### config.mk
export PLATFORM = sky130hd
export DESIGN_NAME = acm_bridge_multi
export DESIGN_NICKNAME = d
export VERILOG_FILES = /design/src/rtl/acm_bridge_pkg.sv /design/src/rtl/acm_clk_gen.sv /design/src/rtl/acm_bridge_multi.sv
export SDC_FILE = /design/constraint.sdc
export NUM_CORES = 1
export LEC_CHECK = 0
export ABC_AREA = 1
export ABC_CLOCK_PERIOD_IN_PS = 1900
export BUFFER_PORTS_ARGS = -buffer_cell sky130_fd_sc_hd__clkbuf_2
export CORE_ASPECT_RATIO = 2
export CORE_MARGIN = 4
export CORE_UTILIZATION = 52
export CTS_BUF_LIST = sky130_fd_sc_hd__clkbuf_16
export DETAILED_ROUTE_END_ITERATION = 16
export PLACE_DENSITY = 0.79
export RECOVER_POWER = 25
export SLEW_MARGIN = 20
export SYNTH_ARGS = -nofsm -noshare
export SYNTH_HDL_FRONTEND = slang
export SYNTH_SLANG_ARGS = --single-unit
### constraint.sdc
create_clock -name wb_clk_i -period 1.9 [get_ports wb_clk_i]
set_input_delay 0.095 -clock wb_clk_i [delete_from_list [all_inputs] [get_ports wb_clk_i]]
set_output_delay 0.095 -clock wb_clk_i [all_outputs]
set_load 0.005 [all_outputs]
### src/rtl/acm_bridge_pkg.sv
// Shared definitions for the Wishbone-to-ACM bridge: FSM encoding, CSR map
// and address window identifiers.
package acm_bridge_pkg;

  typedef enum logic [2:0] {
    ST_IDLE     = 3'd0,
    ST_SETUP    = 3'd1,
    ST_HOLD     = 3'd2,
    ST_CAPTURE  = 3'd3,
    ST_VSETUP   = 3'd4,
    ST_VCAPTURE = 3'd5,
    ST_ACK      = 3'd6
  } state_t;

  localparam int CSR_STATUS = 0;
  localparam int CSR_ERRCNT = 1;
  localparam int CSR_CLEAR  = 2;

  localparam int WIN_ACM = 0;
  localparam int WIN_CSR = 1;

  localparam int RETRY_W = 3;

  function automatic logic [15:0] sat_inc16(input logic [15:0] v);
    return (v == 16'hFFFF) ? v : v + 16'd1;
  endfunction

endpackage

### src/rtl/acm_clk_gen.sv
// ACM clock generator: programmable half-period divider, rise/fall tick
// strobes (valid in the cycle before the acm_clk edge) and reset synchroniser.
module acm_clk_gen #(
  parameter int HALF_DIV = 2
) (
  input  logic i_clk,
  input  logic i_rst_n,
  output logic o_acm_clk,
  output logic o_acm_reset,
  output logic o_rise_tick,
  output logic o_fall_tick
);

  localparam int DIV_W = (HALF_DIV > 1) ? $clog2(HALF_DIV) : 1;

  logic [DIV_W-1:0] r_div;
  logic [1:0]       r_sync;
  logic             r_acm_clk;
  logic             w_wrap;

  always_ff @(posedge i_clk or negedge i_rst_n) begin
    if (!i_rst_n) begin
      r_sync <= '0;
    end else begin
      r_sync <= {r_sync[0], 1'b1};
    end
  end

  assign w_wrap = r_sync[1] && (r_div == DIV_W'(HALF_DIV - 1));

  // Divider only runs once the ACM side is out of reset.
  always_ff @(posedge i_clk or negedge i_rst_n) begin
    if (!i_rst_n) begin
      r_div     <= '0;
      r_acm_clk <= 1'b0;
    end else if (r_sync[1]) begin
      if (w_wrap) begin
        r_div     <= '0;
        r_acm_clk <= ~r_acm_clk;
      end else begin
        r_div <= r_div + 1'b1;
      end
    end
  end

  assign o_acm_clk   = r_acm_clk;
  assign o_acm_reset = r_sync[1];
  assign o_rise_tick = w_wrap & ~r_acm_clk;
  assign o_fall_tick = w_wrap & r_acm_clk;

endmodule

### src/rtl/acm_bridge_multi.sv
// Wishbone B3 slave bridging to NUM_PORTS ACM ports with optional
// write-verify/retry and a CSR window reporting verify failures.
module acm_bridge_multi
  import acm_bridge_pkg::*;
#(
  parameter int WB_AW     = 16,
  parameter int WB_DW     = 16,
  parameter int ACM_AW    = 8,
  parameter int ACM_DW    = 8,
  parameter int NUM_PORTS = 1,
  parameter int HALF_DIV  = 2,
  parameter int VERIFY_EN = 1,
  parameter int NUM_RETRY = 2
) (
  input  logic                        wb_clk_i,
  input  logic                        wb_rst_n_i,
  input  logic                        wb_cyc_i,
  input  logic                        wb_stb_i,
  input  logic                        wb_we_i,
  input  logic [WB_AW-1:0]            wb_adr_i,
  input  logic [WB_DW-1:0]            wb_dat_i,
  output logic [WB_DW-1:0]            wb_dat_o,
  output logic                        wb_ack_o,
  output logic                        acm_clk,
  output logic                        acm_reset,
  output logic [ACM_AW-1:0]           acm_addr,
  output logic [ACM_DW-1:0]           acm_wdata,
  output logic [NUM_PORTS-1:0]        acm_wen,
  input  logic [NUM_PORTS*ACM_DW-1:0] acm_rdata
);

  localparam int HW    = WB_AW - ACM_AW - 2;
  localparam int OFF_W = ACM_AW + 2;

  state_t r_state, w_state_next;

  logic                 w_rise, w_fall;
  logic                 w_req, w_acm_hit, w_csr_hit;
  logic                 w_accept, w_drive, w_release, w_cap, w_vcheck;
  logic                 w_match, w_can_retry;
  logic [1:0]           w_p;
  logic [HW-1:0]        w_h;
  logic [OFF_W-1:0]     w_csr_off;
  logic [WB_DW-1:0]     w_csr_rd, w_rd_ext;
  logic [ACM_DW-1:0]    w_rd_sel;
  logic [NUM_PORTS-1:0] w_port_oh;
  logic [ACM_DW-1:0]    w_rd_port [NUM_PORTS];
  logic                 w_unused;

  logic [ACM_AW-1:0]    r_adr;
  logic [1:0]           r_port;
  logic                 r_we;
  logic [ACM_DW-1:0]    r_wdata;
  logic [RETRY_W-1:0]   r_retry;
  logic [ACM_DW-1:0]    r_rd_cap;
  logic [WB_DW-1:0]     r_dat;
  logic [ACM_AW-1:0]    r_acm_addr;
  logic [ACM_DW-1:0]    r_acm_wdata;
  logic [NUM_PORTS-1:0] r_acm_wen;
  logic                 r_fail, r_sticky;
  logic [RETRY_W-1:0]   r_last_retry;
  logic [15:0]          r_errcnt;

  acm_clk_gen #(
    .HALF_DIV(HALF_DIV)
  ) u_clk_gen (
    .i_clk      (wb_clk_i),
    .i_rst_n    (wb_rst_n_i),
    .o_acm_clk  (acm_clk),
    .o_acm_reset(acm_reset),
    .o_rise_tick(w_rise),
    .o_fall_tick(w_fall)
  );

  assign w_unused = &{1'b0, wb_dat_i};

  assign w_req     = wb_cyc_i & wb_stb_i;
  assign w_p       = wb_adr_i[ACM_AW+1:ACM_AW];
  assign w_h       = wb_adr_i[WB_AW-1:ACM_AW+2];
  assign w_acm_hit = (w_h == HW'(WIN_ACM)) && (int'(w_p) < NUM_PORTS);
  assign w_csr_hit = (w_h == HW'(WIN_CSR));
  assign w_csr_off = wb_adr_i[OFF_W-1:0];

  for (genvar gi = 0; gi < NUM_PORTS; gi++) begin : g_port
    assign w_rd_port[gi] = acm_rdata[gi*ACM_DW +: ACM_DW];
    assign w_port_oh[gi] = (r_port == 2'(gi));
  end

  always_comb begin
    w_rd_sel = '0;
    for (int p = 0; p < NUM_PORTS; p++) begin
      if (r_port == 2'(p)) w_rd_sel = w_rd_port[p];
    end
  end

  always_comb begin
    w_rd_ext = '0;
    w_rd_ext[ACM_DW-1:0] = r_rd_cap;
  end

  always_comb begin
    w_csr_rd = '0;
    if (w_csr_off == OFF_W'(CSR_STATUS)) begin
      w_csr_rd[4:0] = {r_last_retry, r_sticky, r_fail};
    end else if (w_csr_off == OFF_W'(CSR_ERRCNT)) begin
      w_csr_rd[15:0] = r_errcnt;
    end
  end

  assign w_match     = (r_rd_cap == r_wdata);
  assign w_can_retry = (r_retry < RETRY_W'(NUM_RETRY));

  always_ff @(posedge wb_clk_i or negedge wb_rst_n_i) begin
    if (!wb_rst_n_i) r_state <= ST_IDLE;
    else             r_state <= w_state_next;
  end

  always_comb begin
    w_state_next = r_state;
    case (r_state)
      ST_IDLE:     if (w_req) w_state_next = w_acm_hit ? ST_SETUP : ST_ACK;
      ST_SETUP:    if (w_fall) w_state_next = ST_HOLD;
      ST_HOLD: begin
        if (w_fall) begin
          if (!r_we)               w_state_next = ST_CAPTURE;
          else if (VERIFY_EN != 0) w_state_next = ST_VSETUP;
          else                     w_state_next = ST_ACK;
        end
      end
      ST_CAPTURE:  if (w_fall) w_state_next = ST_ACK;
      ST_VSETUP:   if (w_fall) w_state_next = ST_VCAPTURE;
      ST_VCAPTURE: begin
        if (w_fall) w_state_next = (w_match || !w_can_retry) ? ST_ACK : ST_SETUP;
      end
      ST_ACK:      w_state_next = ST_IDLE;
      default:     w_state_next = ST_IDLE;
    endcase
  end

  always_comb begin
    wb_ack_o  = (r_state == ST_ACK);
    w_accept  = (r_state == ST_IDLE) && w_req;
    w_drive   = (r_state == ST_SETUP) && w_fall;
    w_release = (r_state == ST_HOLD) && w_fall;
    w_cap     = (r_state == ST_CAPTURE) && w_fall;
    w_vcheck  = (r_state == ST_VCAPTURE) && w_fall;
  end

  // Transfer datapath; ACM-facing outputs only ever move on fall ticks.
  always_ff @(posedge wb_clk_i or negedge wb_rst_n_i) begin
    if (!wb_rst_n_i) begin
      r_adr       <= '0;
      r_port      <= '0;
      r_we        <= 1'b0;
      r_wdata     <= '0;
      r_retry     <= '0;
      r_rd_cap    <= '0;
      r_acm_addr  <= '0;
      r_acm_wdata <= '0;
      r_acm_wen   <= '0;
    end else begin
      if (w_accept) begin
        r_adr   <= wb_adr_i[ACM_AW-1:0];
        r_port  <= w_p;
        r_we    <= wb_we_i;
        r_wdata <= wb_dat_i[ACM_DW-1:0];
        r_retry <= '0;
      end
      if (w_drive) begin
        r_acm_addr  <= r_adr;
        r_acm_wdata <= r_wdata;
        r_acm_wen   <= r_we ? w_port_oh : '0;
      end
      if (w_release) r_acm_wen <= '0;
      // Sample mid-period so the ACM's registered data has settled.
      if (w_rise) r_rd_cap <= w_rd_sel;
      if (w_vcheck && !w_match && w_can_retry) r_retry <= r_retry + 1'b1;
    end
  end

  always_ff @(posedge wb_clk_i or negedge wb_rst_n_i) begin
    if (!wb_rst_n_i) begin
      r_dat        <= '0;
      r_fail       <= 1'b0;
      r_sticky     <= 1'b0;
      r_last_retry <= '0;
      r_errcnt     <= '0;
    end else begin
      if (w_accept && !w_acm_hit) begin
        if (!wb_we_i) begin
          r_dat <= w_csr_hit ? w_csr_rd : '0;
        end else if (w_csr_hit && (w_csr_off == OFF_W'(CSR_CLEAR))) begin
          r_fail       <= 1'b0;
          r_sticky     <= 1'b0;
          r_last_retry <= '0;
          r_errcnt     <= '0;
        end
      end
      if (w_cap) r_dat <= w_rd_ext;
      if (w_release && r_we && (VERIFY_EN == 0)) begin
        r_fail       <= 1'b0;
        r_last_retry <= '0;
      end
      if (w_vcheck) begin
        if (w_match) begin
          r_fail       <= 1'b0;
          r_last_retry <= r_retry;
        end else if (!w_can_retry) begin
          r_fail       <= 1'b1;
          r_sticky     <= 1'b1;
          r_last_retry <= r_retry;
          r_errcnt     <= sat_inc16(r_errcnt);
        end
      end
    end
  end

  assign wb_dat_o  = r_dat;
  assign acm_addr  = r_acm_addr;
  assign acm_wdata = r_acm_wdata;
  assign acm_wen   = r_acm_wen;

endmodule
==> results.txt, run 1 <==
The run finished with clean final reports. The gate count after technology mapping was 559. The net count of the mapped netlist is 606, and the routed via count is 3991. The final critical-path share of the clock period is 0.923, and the y dimension of the die is 139 um. The final-layout setup total negative slack came out at 0 ps. For the power share of the sequential group, the log shows 0.441.

For this design the static power due to leakage is 0.00285 uW. The later-pin clock latency in the skew report was 340 ps. At the end of the flow, the number of nets in the layout was 707. The floorplan step defined a die boundary enclosing 10200 um^2. For this run, design rule violations remaining after detail routing come to 0. The slowest stage of the critical path is the sky130_fd_sc_hd__dfrtp_1 cell.

Antenna violation net count after detailed routing: 0. The tools report the post-detailed-routing wire length as 10.9 mm. The element type at the critical path start is a register.

The floorplan die width came out at 73.3 um. For the via count of the first global-routing pass, the log shows 4061. The library cell used most frequently in the layout, excluding fill and tap cells, is sky130_fd_sc_hd__nand2_1. Summing all placed instances gives a cell area of 5000 um^2. The run gives 0.227 as the total global routing track utilization. The critical path is of the reg2reg type. The pre-antenna-repair detailed-routing pass consisted of 5 iterations. Counting I/O delays and the setup requirement, the final critical path takes 1750 ps. The violation count after the first detailed-route iteration is 284.

The tools report the final setup violation count as 0. The register area share after synthesis is 0.514, and the part of the power in the clock network is 0.270. The first-pass GRT wire length was 17.7 mm; the switching power share of the total was 0.335. Counting the fill cells in the layout gives 653. For the pin with the worst max-slew slack, the measured transition is 963 ps. The combinational fraction of design power is 0.288, and the internal power component is 4520 uW.

Warning count from the yosys run: 0. The H-tree was split into 3 levels. In this run the power density over the cells is 1260 nW/um^2. The routed wire length per instance works out to 14.3 um. Across the routed clock network, the largest skew measured is 8.94 ps.

The run gives 0 as the number of max-slew violations in the final report. In the layout the commonest cells are 149 x sky130_fd_sc_hd__nand2_1, 91 x sky130_fd_sc_hd__dfrtp_1, 73 x sky130_fd_sc_hd__inv_1. The initial core utilization is 0.535. The class of the tightest hold or removal check is in2reg. The flop and latch count out of synthesis came out at 91.

The critical path goes through ha_1, nand3_1, nor2_2, nand4_1, nand3_2, buf_4, o21bai_1, o21ai_1, inv_1. The maximum net fanout on the critical path works out to 6. The synthesized area per cell was 7.93 um^2.

The largest voltage drop on the vdd net is 548 uV. The number of antenna diodes in the final layout is 0. The area growth from synthesis to layout works out to 21.8%. Routability-driven placement finished with a final weighted congestion of 0.997. Final HPWL from detailed placement: 8.28 mm. Using the TritonRoute via totals, the vias-per-cell ratio works out to 5.23. Entering global routing, the biggest net connects 39 pins. Maximum root-to-sink buffer count: 2. The synthesized netlist contains 42 unique library cells. TritonCTS built the clock tree.

The logs give 1990 ps for the endpoint arrival time on the critical path and 2140 ps for the required time at the endpoint of the critical path. The worst setup path is captured at a register. Clock input transition at the sequential cells of the worst setup and hold paths: 60 ps. Across the run, the number of max-cap violations was 0. Static timing analysis puts the maximum clock frequency at 0.571 GHz.

For the initial antenna violation count, the log shows 0. The largest stage delay on the critical path came out at 380 ps. Number of placement rows: 47. The tools report the top-level port count as 81. TritonCTS created 9 clock buffers. In this run the clock root is driven by a sky130_fd_sc_hd__clkbuf_16.

In this run the power spent charging and discharging nets is 2280 uW. Fraction of final layout cells sized beyond drive strength 1: 0.205. After synthesis the cells add up to 4430 um^2.

For the final-report hold violation count, the log shows 0. For this run the aggregate overflow at the end of global routing stands at 0. For the worst max-slew margin expressed relative to the limit, the log shows 0.358. The final design instance area without fill was 5400 um^2; the number of sinks driven by the clock tree was 91.

During placement, the flow inserted port buffers numbering 72. Setup repair after global routing could not meet its margin everywhere. The floorplan step defined a core boundary enclosing 8290 um^2.
==> layer usage <==
metal	part of all wire	up-vias	track usage
met2	0.55	130	0.400
met1	0.36	1855	0.231
met5	0	-	0
met4	0.046	0	0.146
li1	-	1965	-
met3	0.047	41	0.0457
==> per-stage QoR <==
stage	worst slack, ps	total power [uW]	utilization	instances	hold WS [ps]
5_1_grt	2.55	7260	0.651	763	9.79
4_1_cts	123	6870	0.650	760	0.727
3_5_place_dp	141	4990	0.603	736	107
6_report	147	6800	0.651	763	5.43
3_3_place_gp	153	4880	0.603	736	95.3
2_1_floorplan	348	4210	-	559	-201
==> synth_stat cells (all sizes together) <==
cell,instances,area share
a211oi,1,0.0017
a21boi,1,0.0017
a21o,1,0.0017
a21oi,17,0.023
buf,7,0.011
clkbuf,4,0.0034
clkinv,1,0.00085
conb,1,0.00085
dfrtp,91,0.51
ha,2,0.0056
inv,80,0.068
nand2,154,0.13
nand3,35,0.044
nand3b,1,0.0017
nand4,9,0.014
nor2,70,0.065
nor3,9,0.014
nor4,1,0.0014
o211ai,4,0.0068
o21ai,61,0.071
o21bai,2,0.0034
o22ai,2,0.0028
or2,1,0.0014
xnor2,2,0.0040
xor2,2,0.0040
==> power groups by stage <==
| stage | logic (uW) | clock network (uW) | registers (uW) |
|---|---|---|---|
| 2_1_floorplan | 1240 | 0 | 2970 |
| 3_3_place_gp | 1880 | 0 | 3000 |
| 3_5_place_dp | 1960 | 0 | 3030 |
| 4_1_cts | 1990 | 1880 | 3000 |
| 5_1_grt | 2240 | 1950 | 3070 |
| 6_report | 1960 | 1840 | 3000 |
==> repair_timing <==
action	4_1_cts	5_1_grt
setup buffers	0	3
hold buffers	8	0
endpoints found under the setup margin	0	12
resized for setup	0	3
endpoints found under the hold margin	43	0
==> layout make-up <==
cell class | count | area, um^2 | area share
timing repair buffer | 101 | 594 | 0.110
clock buffer | 9 | 225 | 0.0417
clock inverter | 7 | 82.6 | 0.0153
inverter | 81 | 307 | 0.0568
multi-input combinational | 376 | 1790 | 0.332
sequential | 91 | 2280 | 0.422
tap | 98 | 123 | 0.0227
==> cells by family after synthesis <==
family	synth area share
buffers and inverters	0.0835
flip-flops	0.514
other	0.000846
adder cells (fa/ha/maj)	0.00564
XOR/XNOR	0.00790
AO/OA/AOI/OAI	0.112
AND/OR/NAND/NOR	0.276
==> path summary, 6_finish.rpt <==
path	end	startpoint	cells past startpoint	slack [ps]
max	r_errcnt[4]	r_errcnt[0]	9	150
min	r_wdata[3]	wb_dat_i[3]	3	5
max reg2reg	r_errcnt[4]	r_errcnt[0]	9	150
min reg2reg	u_clk_gen.r_sync[1]	u_clk_gen.r_sync[0]	0	360
max in group asynchronous	wb_dat_o[1]	wb_rst_n_i	3	360
min in group asynchronous	acm_addr[3]	wb_rst_n_i	2	440
==> critical path, delay by kind of cell, from the launching register on <==
kind	cells	cell delay, ps
simple gates	4	720
compound gates	2	140
fa+ha+maj	1	180
flops	1	380
buf+inv	2	230
==> flip-flops by register name (all words and copies together) (netlist names) <==
register / count
r_state: 3
r_wdata: 8
r_errcnt: 16
acm_wdata: 8
u_clk_gen.o_acm_clk: 1
u_clk_gen.r_div: 1
acm_addr: 8
r_retry: 3
r_rd_cap: 8
r_port: 2
r_sticky: 1
wb_dat_o: 16
acm_wen: 1
r_adr: 8
r_last_retry: 3
r_fail: 1
u_clk_gen.r_sync: 2
r_we: 1
Power figures use the tool's default switching activity.
==> inputs of run 2 (changes only) <==
--- a/config.mk
+++ b/config.mk
@@ -12,9 +12,11 @@
 export CORE_MARGIN = 4
 export CORE_UTILIZATION = 52
 export CTS_BUF_LIST = sky130_fd_sc_hd__clkbuf_16
+export CTS_CLUSTER_SIZE = 25
 export DETAILED_ROUTE_END_ITERATION = 16
+export GPL_ROUTABILITY_DRIVEN = 0
 export PLACE_DENSITY = 0.79
-export RECOVER_POWER = 25
+export RECOVER_POWER = 100
 export SLEW_MARGIN = 20
 export SYNTH_ARGS = -nofsm -noshare
 export SYNTH_HDL_FRONTEND = slang
==> results.txt, run 2 (synthesis results as in run 1) <==
The CTS root buffer is sky130_fd_sc_hd__clkbuf_16 (unchanged). The final antenna diode count came out at 0 (unchanged). For the final-layout fill cell count, the log shows 704 (was 653). The largest clock skew in the final design was 6.19 ps (was 8.94 ps); the static leakage power was 0.00281 uW (was 0.00285 uW). Highest-count cells in the layout ignoring fill and taps: 148 x sky130_fd_sc_hd__nand2_1, 91 x sky130_fd_sc_hd__dfrtp_1, 75 x sky130_fd_sc_hd__inv_1 (was 149 x sky130_fd_sc_hd__nand2_1, 91 x sky130_fd_sc_hd__dfrtp_1, 73 x sky130_fd_sc_hd__inv_1). The via count of the first global-routing pass was 4168 (was 4061); the first-pass GRT wire length was 18.4 mm (was 17.7 mm). For the final-report hold violation count, the log shows 0 (unchanged). The tools report the total global routing track utilization as 0.232 (was 0.227). The die outline area was 10200 um^2 (unchanged); the maximum net fanout on the critical path was 6 (unchanged). The detailed-route DRC error count is 0 (unchanged), and the total global routing overflow is 0 (unchanged). The worst max-slew margin expressed relative to the limit is 0.358 (about the same), and the actual slew at the worst max-slew pin is 962 ps (was 963 ps). The tools report the final HPWL from detailed placement as 8.27 mm (was 8.28 mm). TritonCTS built the clock tree.

The most frequent standard cell in the layout excluding fill and tap cells is sky130_fd_sc_hd__nand2_1 (unchanged). The run gives 91 (unchanged) as the number of sinks driven by the clock tree. The total power per unit cell area works out to 1260 nW/um^2 (about the same). The class of the tightest hold or removal check is in2reg (unchanged). Area growth from synthesis to layout: 21.8% (about the same). The final layout net count was 708 (was 707).

The post-detailed-routing wire length is 11.1 mm (was 10.9 mm), and the floorplan die width is 73.3 um (unchanged). The violation count after the first detailed-route iteration is 311 (was 284), and the y dimension of the die is 139 um (unchanged). The run finished with clean final reports. The tools report the total power after layout as 6790 uW (was 6800 uW). The quantity of I/O buffers inserted on ports is 72 (unchanged), and the initial core utilization is 0.535 (unchanged). The required time at the endpoint of the critical path came out at 2130 ps (was 2140 ps). The logs give 0 (unchanged) for the antenna violation net count after detailed routing and 0.112 ps (was 5.43 ps) for the worst hold slack after final layout. The tools report the top-level port count as 81 (unchanged).

Endpoint class of the critical path: a register (unchanged). The clock input transition at the sequential cells of the worst setup and hold paths is 60 ps (about the same), and the routed via count is 4100 (was 3991). The endpoint arrival time on the critical path is 2010 ps (was 1990 ps), and the final-layout setup total negative slack is 0 ps (unchanged). Number of buffers created by CTS: 9 (unchanged).

The routed wire length per instance is 14.5 um (was 14.3 um), and the fraction of final layout cells sized beyond drive strength 1 is 0.188 (was 0.205). For the max capacitance violation total, the log shows 0 (unchanged). The final setup violation count came out at 0 (unchanged). The detail-routed via count per cell is 5.37 (was 5.23). The logs give 0 (unchanged) for the number of max-slew violations in the final report and 763 (unchanged) for the final cell count without fillers. The final critical-path share of the clock period works out to 0.935 (was 0.923). Element type at the critical path start: a register (unchanged). The number of iterations in the first detailed-routing pass is 6 (was 5). The achievable clock frequency was 0.563 GHz (was 0.571 GHz); the time the final worst path needs with I/O delays and setup was 1780 ps (was 1750 ps). The final design instance area without fill is 5400 um^2 (about the same). The run gives 4990 um^2 (was 5000 um^2) as the placed cell area. Critical path start-end classification: reg2reg (unchanged). The instance count after placement with tap cells included is 735 (was 736), and the maximum root-to-sink buffer count is 2 (unchanged). For the area inside the core boundary, the log shows 8290 um^2 (unchanged).

The tools report the number of placement rows as 47 (unchanged). The largest voltage drop on the vdd net is 655 uV (was 548 uV). The logs give 0 (unchanged) for the initial antenna violation count and 41 (was 39) for the largest net degree at the start of global routing. For the H-tree depth reported by CTS, the log shows 3 (unchanged). The later-pin clock latency in the skew report is 340 ps (about the same).
run 2: cell count changes in the layout (fill, tap and decap cells not counted), sizes merged:
cell	delta
clkinv	-4
clkbuf	+3
inv	+3
buf	-2
run 2: final cells by class:
cell class                      count  area, um^2  area share
Clock inverter                      6        75.1      0.0139
Clock buffer                        9         225      0.0417
Timing Repair Buffer              102         579       0.107
Multi-Input combinational cell    376        1810       0.336
Tap cell                           98         123      0.0227
Inverter                           81         307      0.0568
Sequential cell                    91        2280       0.422
run 2: stage by stage:
step                       util  setup WS [ps]
after CTS                 0.648           54.3
final                     0.651            123
after global routing      0.651          -25.5
after floorplan               -            348
after global placement    0.602            156
after detailed placement  0.602           86.3
run 2: final timing paths:
check | start | endpoint | slack (ps) | depth (start not counted)
setup / recovery | r_errcnt[1] | r_errcnt[7] | 120 | 9
hold / removal | acm_rdata[6] | r_rd_cap[6] | 0.1 | 3
setup reg to reg | r_errcnt[1] | r_errcnt[7] | 120 | 9
hold reg to reg | u_clk_gen.r_sync[0] | u_clk_gen.r_sync[1] | 370 | 0
max in group asynchronous | wb_rst_n_i | r_errcnt[6] | 350 | 3
min in group asynchronous | wb_rst_n_i | acm_addr[3] | 440 | 2
run 2: critical path, cell delays in order, from the launching register on:
cell and delay [ps]:
sky130_fd_sc_hd__dfrtp_1 410, sky130_fd_sc_hd__ha_1 220, sky130_fd_sc_hd__nand3_2 130, sky130_fd_sc_hd__nor2_2 170, sky130_fd_sc_hd__nand4_1 170, sky130_fd_sc_hd__nand3_2 140, sky130_fd_sc_hd__buf_4 180, sky130_fd_sc_hd__o21ai_1 80
sky130_fd_sc_hd__o21ai_1 110, sky130_fd_sc_hd__inv_1 50
run 2: timing repair:
action,in CTS,in global routing
hold buffers,8,0
resized for setup,0,8
setup buffers,0,5
endpoints found under the hold margin,45,0
endpoints found under the setup margin,0,18
run 2: report_power, final:
group / total, uW / switching (uW) / internal, uW
logic: 1940 / 1160 / 776
clock network: 1820 / 695 / 1130
registers: 3030 / 446 / 2590
total: 6790 / 2300 / 4490
run 2: metal layers:
| layer | global-route usage | share of wire |
|---|---|---|
| met1 | 0.240 | 0.35 |
| met2 | 0.417 | 0.56 |
| met3 | 0.0522 | 0.057 |
| met4 | 0.121 | 0.037 |
| met5 | 0 | 0 |
==> inputs of run 3 (changes only) <==
--- a/config.mk
+++ b/config.mk
@@ -8,7 +8,7 @@
 export ABC_AREA = 1
 export ABC_CLOCK_PERIOD_IN_PS = 1900
 export BUFFER_PORTS_ARGS = -buffer_cell sky130_fd_sc_hd__clkbuf_2
-export CORE_ASPECT_RATIO = 2
+export CORE_ASPECT_RATIO = 0.6
 export CORE_MARGIN = 4
 export CORE_UTILIZATION = 52
 export CTS_BUF_LIST = sky130_fd_sc_hd__clkbuf_16
@@ -20,4 +20,5 @@
 export SLEW_MARGIN = 20
 export SYNTH_ARGS = -nofsm -noshare
 export SYNTH_HDL_FRONTEND = slang
+export SYNTH_HIERARCHICAL = 1
 export SYNTH_SLANG_ARGS = --single-unit
==> results.txt, run 3 <==
The run finished with clean final reports. The violation count after the first detailed-route iteration is 358 (was 311), and the maximum net fanout on the critical path is 16 (was 6). Fraction of final layout cells sized beyond drive strength 1: 0.195 (was 0.188). For the largest clock skew in the final design, the log shows 6.54 ps (was 6.19 ps).

The clock input transition at the sequential cells of the worst setup and hold paths is 70 ps (was 60 ps), and the static leakage power is 0.00282 uW (was 0.00281 uW). The actual slew at the worst max-slew pin works out to 771 ps (was 962 ps). Largest net degree at the start of global routing: 41 (unchanged).

The y dimension of the die came out at 80.0 um (was 139 um). For the placed cell area, the log shows 5080 um^2 (was 4990 um^2). TritonCTS built the clock tree. The total global routing track utilization is 0.237 (was 0.232), and the final-layout fill cell count is 645 (was 704). The run gives 8130 um^2 (was 8290 um^2) as the area inside the core boundary.

For the first-pass GRT wire length, the log shows 19.0 mm (was 18.4 mm). For the final cell count without fillers, the log shows 784 (was 763). Most frequent cells after synthesis: 161 x sky130_fd_sc_hd__nand2_1, 91 x sky130_fd_sc_hd__dfrtp_1, 71 x sky130_fd_sc_hd__inv_1, 59 x sky130_fd_sc_hd__o21ai_0, 51 x sky130_fd_sc_hd__nand3_1 (was 148 x sky130_fd_sc_hd__nand2_1, 91 x sky130_fd_sc_hd__dfrtp_1, 73 x sky130_fd_sc_hd__inv_1, 66 x sky130_fd_sc_hd__nor2_1, 50 x sky130_fd_sc_hd__o21ai_0). Number of sinks driven by the clock tree: 91 (unchanged).

The register area share after synthesis came out at 0.507 (was 0.514). The required time at the endpoint of the critical path is 2120 ps (was 2130 ps). For the final setup violation count, the log shows 0 (unchanged). For the largest voltage drop on the vdd net, the log shows 851 uV (was 655 uV).

CP cell instances: nand2_2, nor2_4, inv_1, nor3_4, buf_4, inv_2, nand2_2, inv_2, nand2_1, o211ai_1 (was ha_1, nand3_2, nor2_2, nand4_1, nand3_2, buf_4, o21ai_1, o21ai_1, inv_1). Time the final worst path needs with I/O delays and setup: 1790 ps (was 1780 ps). The largest stage delay on the critical path is 400 ps (was 410 ps), and the maximum root-to-sink buffer count is 2 (unchanged). The setup slack at placement is 9.86 ps (was 86.3 ps).

The CTS root buffer is sky130_fd_sc_hd__clkbuf_16 (unchanged). Highest-count cells in the layout ignoring fill and taps: 161 x sky130_fd_sc_hd__nand2_1, 90 x sky130_fd_sc_hd__dfrtp_1, 74 x sky130_fd_sc_hd__inv_1 (was 148 x sky130_fd_sc_hd__nand2_1, 91 x sky130_fd_sc_hd__dfrtp_1, 75 x sky130_fd_sc_hd__inv_1). The net count of the mapped netlist is 606 (unchanged). The via count of the first global-routing pass came out at 3835 (was 4168).

The tools report the total global routing overflow as 0 (unchanged). Top cell type by total area after synthesis: sky130_fd_sc_hd__dfrtp_1 (unchanged). Top cells by area, synth: sky130_fd_sc_hd__dfrtp_1 51%, sky130_fd_sc_hd__nand2_1 13%, sky130_fd_sc_hd__o21ai_0 6.6% (was sky130_fd_sc_hd__dfrtp_1 51%, sky130_fd_sc_hd__nand2_1 13%, sky130_fd_sc_hd__inv_1 6.2%). Flop-to-flop setup slack: 110 ps (was 120 ps). The tools report the endpoint class of the critical path as a register (unchanged).

The H-tree depth reported by CTS is 3 (unchanged), and the final standard cell utilization of the core is 0.686 (was 0.651). The initial antenna violation count came out at 0 (unchanged). Most instantiated library cell after synthesis: sky130_fd_sc_hd__nand2_1 (unchanged). Max capacitance violation total: 0 (unchanged). The run gives 0.552 (was 0.535) as the initial core utilization. The critical path start-end classification is reg2reg (unchanged). The area growth from synthesis to layout is 24.4% (was 21.8%), and the floorplan die width is 128 um (was 73.3 um).

The detail-routed via count per cell is 5.28 (was 5.37). The flop and latch count out of synthesis was 91 (unchanged); the final antenna diode count was 0 (unchanged). The tools report the worst setup margin as 109 ps (was 123 ps). The logs give 2010 ps (about the same) for the endpoint arrival time on the critical path and 6 (was 0) for the warning count from the yosys run. The gate count after technology mapping was 559 (unchanged); the quantity of I/O buffers inserted on ports was 72 (unchanged). The class of the tightest hold or removal check is in2reg (unchanged). The logs give 4139 (was 4100) for the routed via count and 11.7 mm (was 11.1 mm) for the post-detailed-routing wire length. The routed wire length per instance is 14.9 um (was 14.5 um).

For the number of max-slew violations in the final report, the log shows 0 (unchanged). The detailed-route DRC error count was 0 (unchanged). Total power per unit cell area: 1140 nW/um^2 (was 1260 nW/um^2). The tools report the later-pin clock latency in the skew report as 340 ps (about the same). The logs give 25 (was 47) for the number of placement rows and 0 (unchanged) for the final-report hold violation count.

The final design instance area without fill was 5580 um^2 (was 5400 um^2). The share of async-settable or async-resettable flops after synthesis is 1.00 (unchanged), and the number of buffers created by CTS is 9 (unchanged). The logs give 8.58 mm (was 8.27 mm) for the final HPWL from detailed placement and 718 (was 708) for the final layout net count. The run gives 81 (unchanged) as the top-level port count. For the worst max-slew margin expressed relative to the limit, the log shows 0.486 (was 0.358). The count of cell types in the netlist came out at 38 (was 42). The final critical-path share of the clock period is 0.942 (was 0.935), and the die outline area is 10200 um^2 (about the same). The achievable clock frequency is 0.558 GHz (was 0.563 GHz), and the number of iterations in the first detailed-routing pass is 5 (was 6).

The top flip-flop cell by instance count after synthesis is sky130_fd_sc_hd__dfrtp_1 (unchanged). The master of the slowest instance on the critical path was sky130_fd_sc_hd__dfrtp_1 (unchanged). The antenna violation net count after detailed routing is 0 (unchanged), and the number of synthesized flops with an enable pin is 0 (unchanged). The element type at the critical path start is a register (unchanged). The instance count after placement with tap cells included is 745 (was 735). The most frequent standard cell in the layout excluding fill and tap cells was sky130_fd_sc_hd__nand2_1 (unchanged).

The proportion of netlist area held by the largest area contributor was 0.507 (was 0.514); the netlist area before placement was 4490 um^2 (was 4430 um^2). The synthesized area per cell came out at 8.03 um^2 (was 7.93 um^2). The tools report the final-layout setup total negative slack as 0 ps (unchanged).
run 3: routing by layer:
metal | routed length (um) | vias to the layer above | track usage
li1 | - | 2010 | -
met1 | 5770 | 1963 | 0.359
met2 | 4840 | 152 | 0.342
met3 | 918 | 14 | 0.0521
met4 | 143 | 0 | 0.0625
met5 | 0 | - | 0
run 3: kinds of logic after synthesis:
kind of cell / count (synthesis) / share of synthesized area
compound gates: 80 / 0.0984
xor+xnor: 5 / 0.00976
fa+ha+maj: 2 / 0.00557
buf+inv: 90 / 0.0814
flops: 91 / 0.507
mux: 3 / 0.00753
other cells: 1 / 0.000836
simple gates: 287 / 0.289
run 3: cell type report:
cell class	count	area, um^2	area share
clock buffers	9	225	0.0403
clock inverters	7	52.6	0.00941
inverters	77	290	0.0520
multi-input cells	378	1890	0.339
flip-flops and latches	91	2280	0.408
well taps	108	135	0.0242
repair buffers	114	707	0.127
run 3: path summary, 6_finish.rpt:
| path | startpoint | end | cells past startpoint |
|---|---|---|---|
| min | acm_rdata[3] | r_rd_cap[3] | 3 |
| max | u_clk_gen/r_sync[1] | wb_dat_o[5] | 10 |
| min reg2reg | u_clk_gen/r_sync[0] | u_clk_gen/r_sync[1] | 0 |
| min in group asynchronous | wb_rst_n_i | acm_addr[5] | 2 |
| max reg2reg | u_clk_gen/r_sync[1] | wb_dat_o[5] | 10 |
| max in group asynchronous | wb_rst_n_i | r_errcnt[2] | 3 |
run 3: critical path: cells and delay by family (launching register included):
kind,cells,cell delay (ps)
and+or+nand+nor,5,690
AOI/OAI and AO/OA,1,90
DFF,1,400
buffers and inverters,4,500
run 3: repair_timing:
item / CTS / global route
pin swaps: 0 / 3
endpoints found under the setup margin: 1 / 27
cloned: 0 / 0
endpoints found under the hold margin: 46 / 0
gates resized for setup: 1 / 12
setup buffers: 0 / 4
hold buffers: 19 / 0
run 3: per-stage QoR:
step	power, uW	hold slack [ps]
after CTS	6350	2.96
after global routing	6780	34.0
final	6360	5.83
after detailed placement	4640	57.3
after floorplan	3910	-201
after global placement	4530	57.4
run 3: power by group:
group / switching, uW / leakage (uW) / internal (uW) / total [uW]
sequential: 401 / 0.00117 / 2510 / 2910
combinational: 1060 / 0.00151 / 717 / 1770
clock: 774 / 0.000136 / 898 / 1670
total: 2230 / 0.00282 / 4130 / 6360
